**src/rtl/mult_pkg.sv**
```systemverilog
// Shared definitions for the multiplier datapath blocks.
//   PROD_W   : width of one signed product from the Booth multiplier wrapper.
//   state_e  : dot-product accumulator states.
//   sat_max / sat_min : two's complement bounds of a w-bit signed value.
//   sat_add  : saturating add of two sign-extended operands at width w.
//              Returns the clamped sum and raises ovf when clamping occurred.
package mult_pkg;

  localparam int PROD_W = 32;

  typedef enum logic [0:0] {
    IDLE  = 1'b0,
    ACCUM = 1'b1
  } state_e;

  // Largest positive value representable in w signed bits.
  function automatic logic signed [63:0] sat_max(input int w);
    return (64'sd1 <<< (w - 1)) - 64'sd1;
  endfunction

  // Most negative value representable in w signed bits.
  function automatic logic signed [63:0] sat_min(input int w);
    return -(64'sd1 <<< (w - 1));
  endfunction

  // Operands arrive sign-extended to 64 bits. The sum is taken one bit wider
  // than the operands so that no intermediate result can wrap, then compared
  // against the w-bit bounds.
  function automatic logic [63:0] sat_add(input logic signed [63:0] a,
                                          input logic signed [63:0] b,
                                          input int                 w,
                                          output logic              ovf);
    logic signed [64:0] wide;
    logic signed [64:0] hi;
    logic signed [64:0] lo;
    logic        [63:0] res;
    wide = $signed({a[63], a}) + $signed({b[63], b});
    hi   = sat_max(w);
    lo   = sat_min(w);
    if (wide > hi) begin
      res = sat_max(w);
      ovf = 1'b1;
    end else if (wide < lo) begin
      res = sat_min(w);
      ovf = 1'b1;
    end else begin
      res = wide[63:0];
      ovf = 1'b0;
    end
    return res;
  endfunction

endpackage

```
**src/rtl/mult_dot_acc_sat_add.sv**
```systemverilog
// Combinational ACC_W-bit signed saturating adder.
//   a_i, b_i : signed operands, ACC_W bits.
//   sum_o    : a_i + b_i clamped to the ACC_W signed range.
//   ovf_o    : 1 when the true sum fell outside the range and was clamped.
module mult_dot_acc_sat_add
  import mult_pkg::*;
#(
  parameter int ACC_W = 40
) (
  input  logic [ACC_W-1:0] a_i,
  input  logic [ACC_W-1:0] b_i,
  output logic [ACC_W-1:0] sum_o,
  output logic             ovf_o
);

  // Sign-extend both operands and narrow the clamped result back to ACC_W.
  always_comb begin
    sum_o = ACC_W'(sat_add(64'(signed'(a_i)), 64'(signed'(b_i)), ACC_W, ovf_o));
  end

endmodule

```
**src/rtl/mult_dot_acc.sv**
```systemverilog
// Streaming signed dot-product accumulator.
// Sums one 32-bit signed product per accepted cycle with saturation and
// presents each completed vector sum on a valid/ready result port while the
// next vector keeps accumulating.
//   clk, rst_n  : clock, asynchronous active-low reset.
//   p_in        : signed product; p_valid qualifies p_in and p_last.
//   p_last      : product closes the current vector.
//   p_ready     : product is accepted this cycle (!acc_valid || acc_ready).
//   acc_out     : completed signed sum; acc_cnt its product count.
//   acc_sat     : saturation occurred within the vector.
//   acc_lenerr  : vector was closed at MAX_LEN without p_last.
//   acc_valid / acc_ready : result handshake.
module mult_dot_acc
  import mult_pkg::*;
#(
  parameter int ACC_W   = 40,
  parameter int MAX_LEN = 256,
  parameter int CNT_W   = 16
) (
  input  logic              clk,
  input  logic              rst_n,
  input  logic [PROD_W-1:0] p_in,
  input  logic              p_valid,
  input  logic              p_last,
  output logic              p_ready,
  output logic [ACC_W-1:0]  acc_out,
  output logic [CNT_W-1:0]  acc_cnt,
  output logic              acc_sat,
  output logic              acc_lenerr,
  output logic              acc_valid,
  input  logic              acc_ready
);

  state_e             state_q, state_d;
  logic [ACC_W-1:0]   acc_q, acc_d;
  logic [CNT_W-1:0]   cnt_q, cnt_d;
  logic               sat_q, sat_d;
  logic [ACC_W-1:0]   out_q, out_d;
  logic [CNT_W-1:0]   ocnt_q, ocnt_d;
  logic               osat_q, osat_d;
  logic               olen_q, olen_d;
  logic               ovalid_q, ovalid_d;

  logic               accept_s;
  logic               close_s;
  logic               full_s;
  logic [CNT_W-1:0]   cnt_inc_s;
  logic [ACC_W-1:0]   prod_ext_s;
  logic [ACC_W-1:0]   sum_s;
  logic               ovf_s;

  // Upstream is only held off while a finished result waits for downstream.
  assign p_ready    = !ovalid_q || acc_ready;
  assign accept_s   = p_valid && p_ready;
  assign cnt_inc_s  = cnt_q + CNT_W'(1);
  assign full_s     = (cnt_inc_s == CNT_W'(MAX_LEN));
  assign close_s    = accept_s && (p_last || full_s);
  assign prod_ext_s = ACC_W'(signed'(p_in));

  mult_dot_acc_sat_add #(
    .ACC_W (ACC_W)
  ) u_sat_add (
    .a_i   (acc_q),
    .b_i   (prod_ext_s),
    .sum_o (sum_s),
    .ovf_o (ovf_s)
  );

  // State, accumulator and output registers.
  always_ff @(posedge clk or negedge rst_n) begin
    if (!rst_n) begin
      state_q  <= IDLE;
      acc_q    <= '0;
      cnt_q    <= '0;
      sat_q    <= 1'b0;
      out_q    <= '0;
      ocnt_q   <= '0;
      osat_q   <= 1'b0;
      olen_q   <= 1'b0;
      ovalid_q <= 1'b0;
    end else begin
      state_q  <= state_d;
      acc_q    <= acc_d;
      cnt_q    <= cnt_d;
      sat_q    <= sat_d;
      out_q    <= out_d;
      ocnt_q   <= ocnt_d;
      osat_q   <= osat_d;
      olen_q   <= olen_d;
      ovalid_q <= ovalid_d;
    end
  end

  // Next-state FSM, accumulation datapath and result register loading.
  always_comb begin
    state_d  = state_q;
    acc_d    = acc_q;
    cnt_d    = cnt_q;
    sat_d    = sat_q;
    out_d    = out_q;
    ocnt_d   = ocnt_q;
    osat_d   = osat_q;
    olen_d   = olen_q;
    ovalid_d = ovalid_q;

    // A single-element vector closes straight from IDLE and never leaves it.
    case (state_q)
      IDLE: begin
        if (accept_s && !close_s) begin
          state_d = ACCUM;
        end else begin
          state_d = IDLE;
        end
      end
      ACCUM: begin
        if (close_s) begin
          state_d = IDLE;
        end else begin
          state_d = ACCUM;
        end
      end
      default: begin
        state_d = IDLE;
      end
    endcase

    if (close_s) begin
      acc_d = '0;
      cnt_d = '0;
      sat_d = 1'b0;
    end else if (accept_s) begin
      acc_d = sum_s;
      cnt_d = cnt_inc_s;
      sat_d = sat_q || ovf_s;
    end else begin
      acc_d = acc_q;
    end

    // A close in the same cycle as a take overwrites the result with no bubble.
    if (close_s) begin
      out_d    = sum_s;
      ocnt_d   = cnt_inc_s;
      osat_d   = sat_q || ovf_s;
      olen_d   = !p_last;
      ovalid_d = 1'b1;
    end else if (ovalid_q && acc_ready) begin
      ovalid_d = 1'b0;
    end else begin
      ovalid_d = ovalid_q;
    end
  end

  assign acc_out    = out_q;
  assign acc_cnt    = ocnt_q;
  assign acc_sat    = osat_q;
  assign acc_lenerr = olen_q;
  assign acc_valid  = ovalid_q;

endmodule

```
**config.mk**
```make
export PLATFORM = sky130hd
export DESIGN_NAME = mult_dot_acc
export DESIGN_NICKNAME = d
export VERILOG_FILES = /design/src/rtl/mult_pkg.sv /design/src/rtl/mult_dot_acc_sat_add.sv /design/src/rtl/mult_dot_acc.sv
export SDC_FILE = /design/constraint.sdc
export NUM_CORES = 1
export LEC_CHECK = 0
export ABC_AREA = 1
export CAP_MARGIN = 20
export CORE_MARGIN = 3
export CORE_UTILIZATION = 40
export DETAILED_ROUTE_END_ITERATION = 8
export HOLD_SLACK_MARGIN = 0.06
export PLACE_DENSITY = 0.58
export SYNTH_ARGS = -nofsm -noshare
export SYNTH_HDL_FRONTEND = slang
export SYNTH_SLANG_ARGS = --single-unit
```
**constraint.sdc**
```tcl
create_clock -name clk -period 3.06 [get_ports clk]
set_input_delay 0.918 -clock clk [delete_from_list [all_inputs] [get_ports clk]]
set_output_delay 0.918 -clock clk [all_outputs]
set_load 0.01 [all_outputs]
```
==> results by group <==
Run status
  • Status: complete, no violations

Final layout
  • Antenna Cells: 0
  • Register area: 2900 um^2
  • Area Growth Syn to Fin: 46.5%
  • Fillers: 1930
  • Share of cells above drive strength 1: 0.218
  • Footprint of the multi-input gates: 4910 um^2
  • Post-layout util: 0.599
  • Layout Nets: 1569

Clocking
  • Inserted Clock Buffers: 17
  • Worst-Skew Late Latency: 0.43 ns
  • Sink Count: 116
  • Clk slew on worst S/H paths: 0.06 ns
  • Longest Clk Path Bufs: 2
  • H-tree level count: 4
  • Root Buffer: clkbuf_16
  • CTS tree: yes
  • # hold bufs at CTS: 0

GRT
  • Largest net degree at the start of global routing: 117
  • First-pass GRT wire length: 40300 um
  • GRT overflow: 0
  • Vias in the first global route: 8272
  • Antenna violations before repair: 0
  • Total track usage: 0.227

STA
  • Fmax: 336 MHz
  • Period minus WS final: 2.98 ns
  • Clock Skew: 0.0128 ns
  • Tcrit/Tclk final: 0.972
  • Max-slew violations: 0
  • Slew HR: 0.577
  • Final setup viols: 0
  • Setup TNS: 0 ns
  • Worst slew pin tran: 0.634 ns
  • Hold_ws: 0.474 ns
  • Final hold vios: 0

Synthesis
  • Mapped Area: 8000 um^2
  • Cells after Synth: 1213
  • Synth Warn #: 0
  • Post-synth top area share: 0.363
  • Synthesized area per cell: 6.60 um^2
  • Sequential-to-total area share from yosys stat: 0.363
  • Synth area leaders: dfrtp_1, nand2_1, ha_1
  • Synth area leader: dfrtp_1
  • Yosys cell types: 35
  • Mapped Nets: 1292
  • FF+latch count, synth: 116

Worst setup path
  • Crit-path max cell delay: 0.55 ns
  • CP Max Fanout: 3
  • Required time of the critical path: 2.14 ns
  • Critical path type: in -> out
  • CP top delay family: buffers and inverters
  • CP dominant cell by count: clkdlybuf4s50_1
  • Worst path bufs/invs: 3
  • Startpoint Class: primary input
  • CP max stage cell: clkdlybuf4s50_1
  • Crit. End Element: primary output
  • Worst EP arrival: 2.06 ns
  • Crit-path cells: clkdlybuf4s50_1 -> inv_1 -> nand2_1 -> clkdlybuf4s50_1
  • Reg-to-reg slack, setup: 0.59 ns

Die
  • Rows: 51
  • Boundary pin count: 97
  • Die ar.: 21700 um^2
  • Die X: 147 um
  • Core Region: 19600 um^2
  • Starting Density: 0.409
  • Die Ht: 147 um

Detailed routing
  • Detail Route Antenna Nets: 0
  • Via density: 4.74
  • DR iter-0 viols: 360
  • DRC viols: 0
  • DRT Wirelength: 24800 um
  • Via count: 8373
  • DRT Pass-1 Iters: 5
  • WL/cell: 14.0 um

Pwr
  • Static leakage: 6.31 nW
  • Peak VDD IR: 482 uV
  • Power Dens Cells: 966 nW/um^2

Place
  • Post-DP HPWL: 17900 um
  • Gpl congestion: 0.914
  • # port buffers: 96

Flow run
  • Max_cap viols: 0

Min path
  • HP Class: reg -> reg
[metal layers]
metal  track usage  routed length [um]  vias up
met5             0                   0        -
met4        0.0662                 325        0
met3        0.0362                 919       23
met2         0.368               11400      148
met1         0.316               12200     3870
li1              -                   -     4332
[registers in the layout, summed over array words and instances, names as in the netlist]
register / count
acc_out: 40
acc_q: 40
acc_cnt: 16
cnt_q: 16
acc_lenerr: 1
acc_sat: 1
acc_valid: 1
sat_q: 1
[area by class of cell]
cell class	count	area share
clock buffer	17	0.0363
clock inverter	15	0.0156
timing repair buffer	288	0.219
tap	265	0.0283
sequential	116	0.248
inverter	107	0.0342
multi-input combinational	960	0.419
[cells by family after synthesis]
family                   Yosys count  share of synthesized area
AO/OA/AOI/OAI                    105                     0.0728
XOR/XNOR                          27                     0.0295
adder cells (fa/ha/maj)           42                     0.0666
buffers and inverters            137                     0.0724
flip-flops                       116                      0.363
AND/OR/NAND/NOR                  786                      0.396
[what timing repair did]
item,CTS,global route
pin swaps,0,8
endpoints found under the setup margin,76,80
resized for setup,10,78
gates cloned,0,4
setup buffers,0,1
[per-stage QoR]
step / setup WS (ns) / instances / area (um^2) / total power, mW
6_report: 0.0847 / 1768 / 11700 / 11.3
5_1_grt: -0.0322 / 1768 / 11700 / 12.3
4_1_cts: 0.0259 / 1763 / 11200 / 10.8
3_3_place_gp: -0.552 / 1731 / 10600 / 8.53
3_5_place_dp: -0.615 / 1731 / 10600 / 8.58
2_1_floorplan: 0.161 / 1213 / 8000 / 5.61
[cells in the final DEF, fill, tap and decap left out, types with 7 or more instances in the layout]
cell type and instances:
buf_12 8, xnor2_1 7, dfrtp_1 116, clkdlybuf4s50_1 88
ha_4 19, nand2_2 33, a21oi_2 11, nand2_1 599
xor2_1 20, nand3_1 39, o21bai_1 10, clkbuf_16 20
nor2_1 66, o21ai_0 23, inv_1 105, ha_1 20
buf_4 181, nor2_2 21, o21ai_1 15, nand4_1 10
a21oi_1 32
[final timing paths]
kind / to / cells after the start / start
min in group asynchronous: acc_q[18]$_DFFE_PN0P_ / 2 / rst_n
max: p_ready / 4 / acc_ready
min reg2reg: acc_out[25]$_DFFE_PN0P_ / 2 / acc_out[25]$_DFFE_PN0P_
max in group asynchronous: acc_q[39]$_DFFE_PN0P_ / 2 / rst_n
min: acc_out[25]$_DFFE_PN0P_ / 2 / acc_out[25]$_DFFE_PN0P_
max reg2reg: acc_out[24]$_DFFE_PN0P_ / 12 / cnt_q[1]$_DFFE_PN0P_
[synthesized netlist by cell type, drive strengths merged]
| cell type | n |
|---|---|
| o21ai | 38 |
| xnor2 | 7 |
| nor2 | 90 |
| o21a | 2 |
| nor3 | 7 |
| a21oi | 44 |
| inv | 107 |
| buf | 21 |
| xor2 | 20 |
| a21o | 2 |
| clkbuf | 9 |
| o22ai | 5 |
| nand2b | 1 |
| dfrtp | 116 |
| nand4 | 11 |
| ha | 41 |
| fa | 1 |
| nand3 | 42 |
| o21bai | 10 |
| or2 | 1 |
| a31oi | 4 |
| nand2 | 634 |
[tightest hold or removal path, cell delays in order, from the launching register on]
cell and delay (ns):
dfrtp_1 0.34, nand2_1 0.05, nand2_1 0.05
[report_power, final]
group | internal [mW] | total (mW) | switching [mW]
clock network | 1.24 | 2.12 | 0.885
logic | 3.33 | 6.79 | 3.46
registers | 2.05 | 2.42 | 0.365
Note: power is estimated with default switching activity, not from simulation.
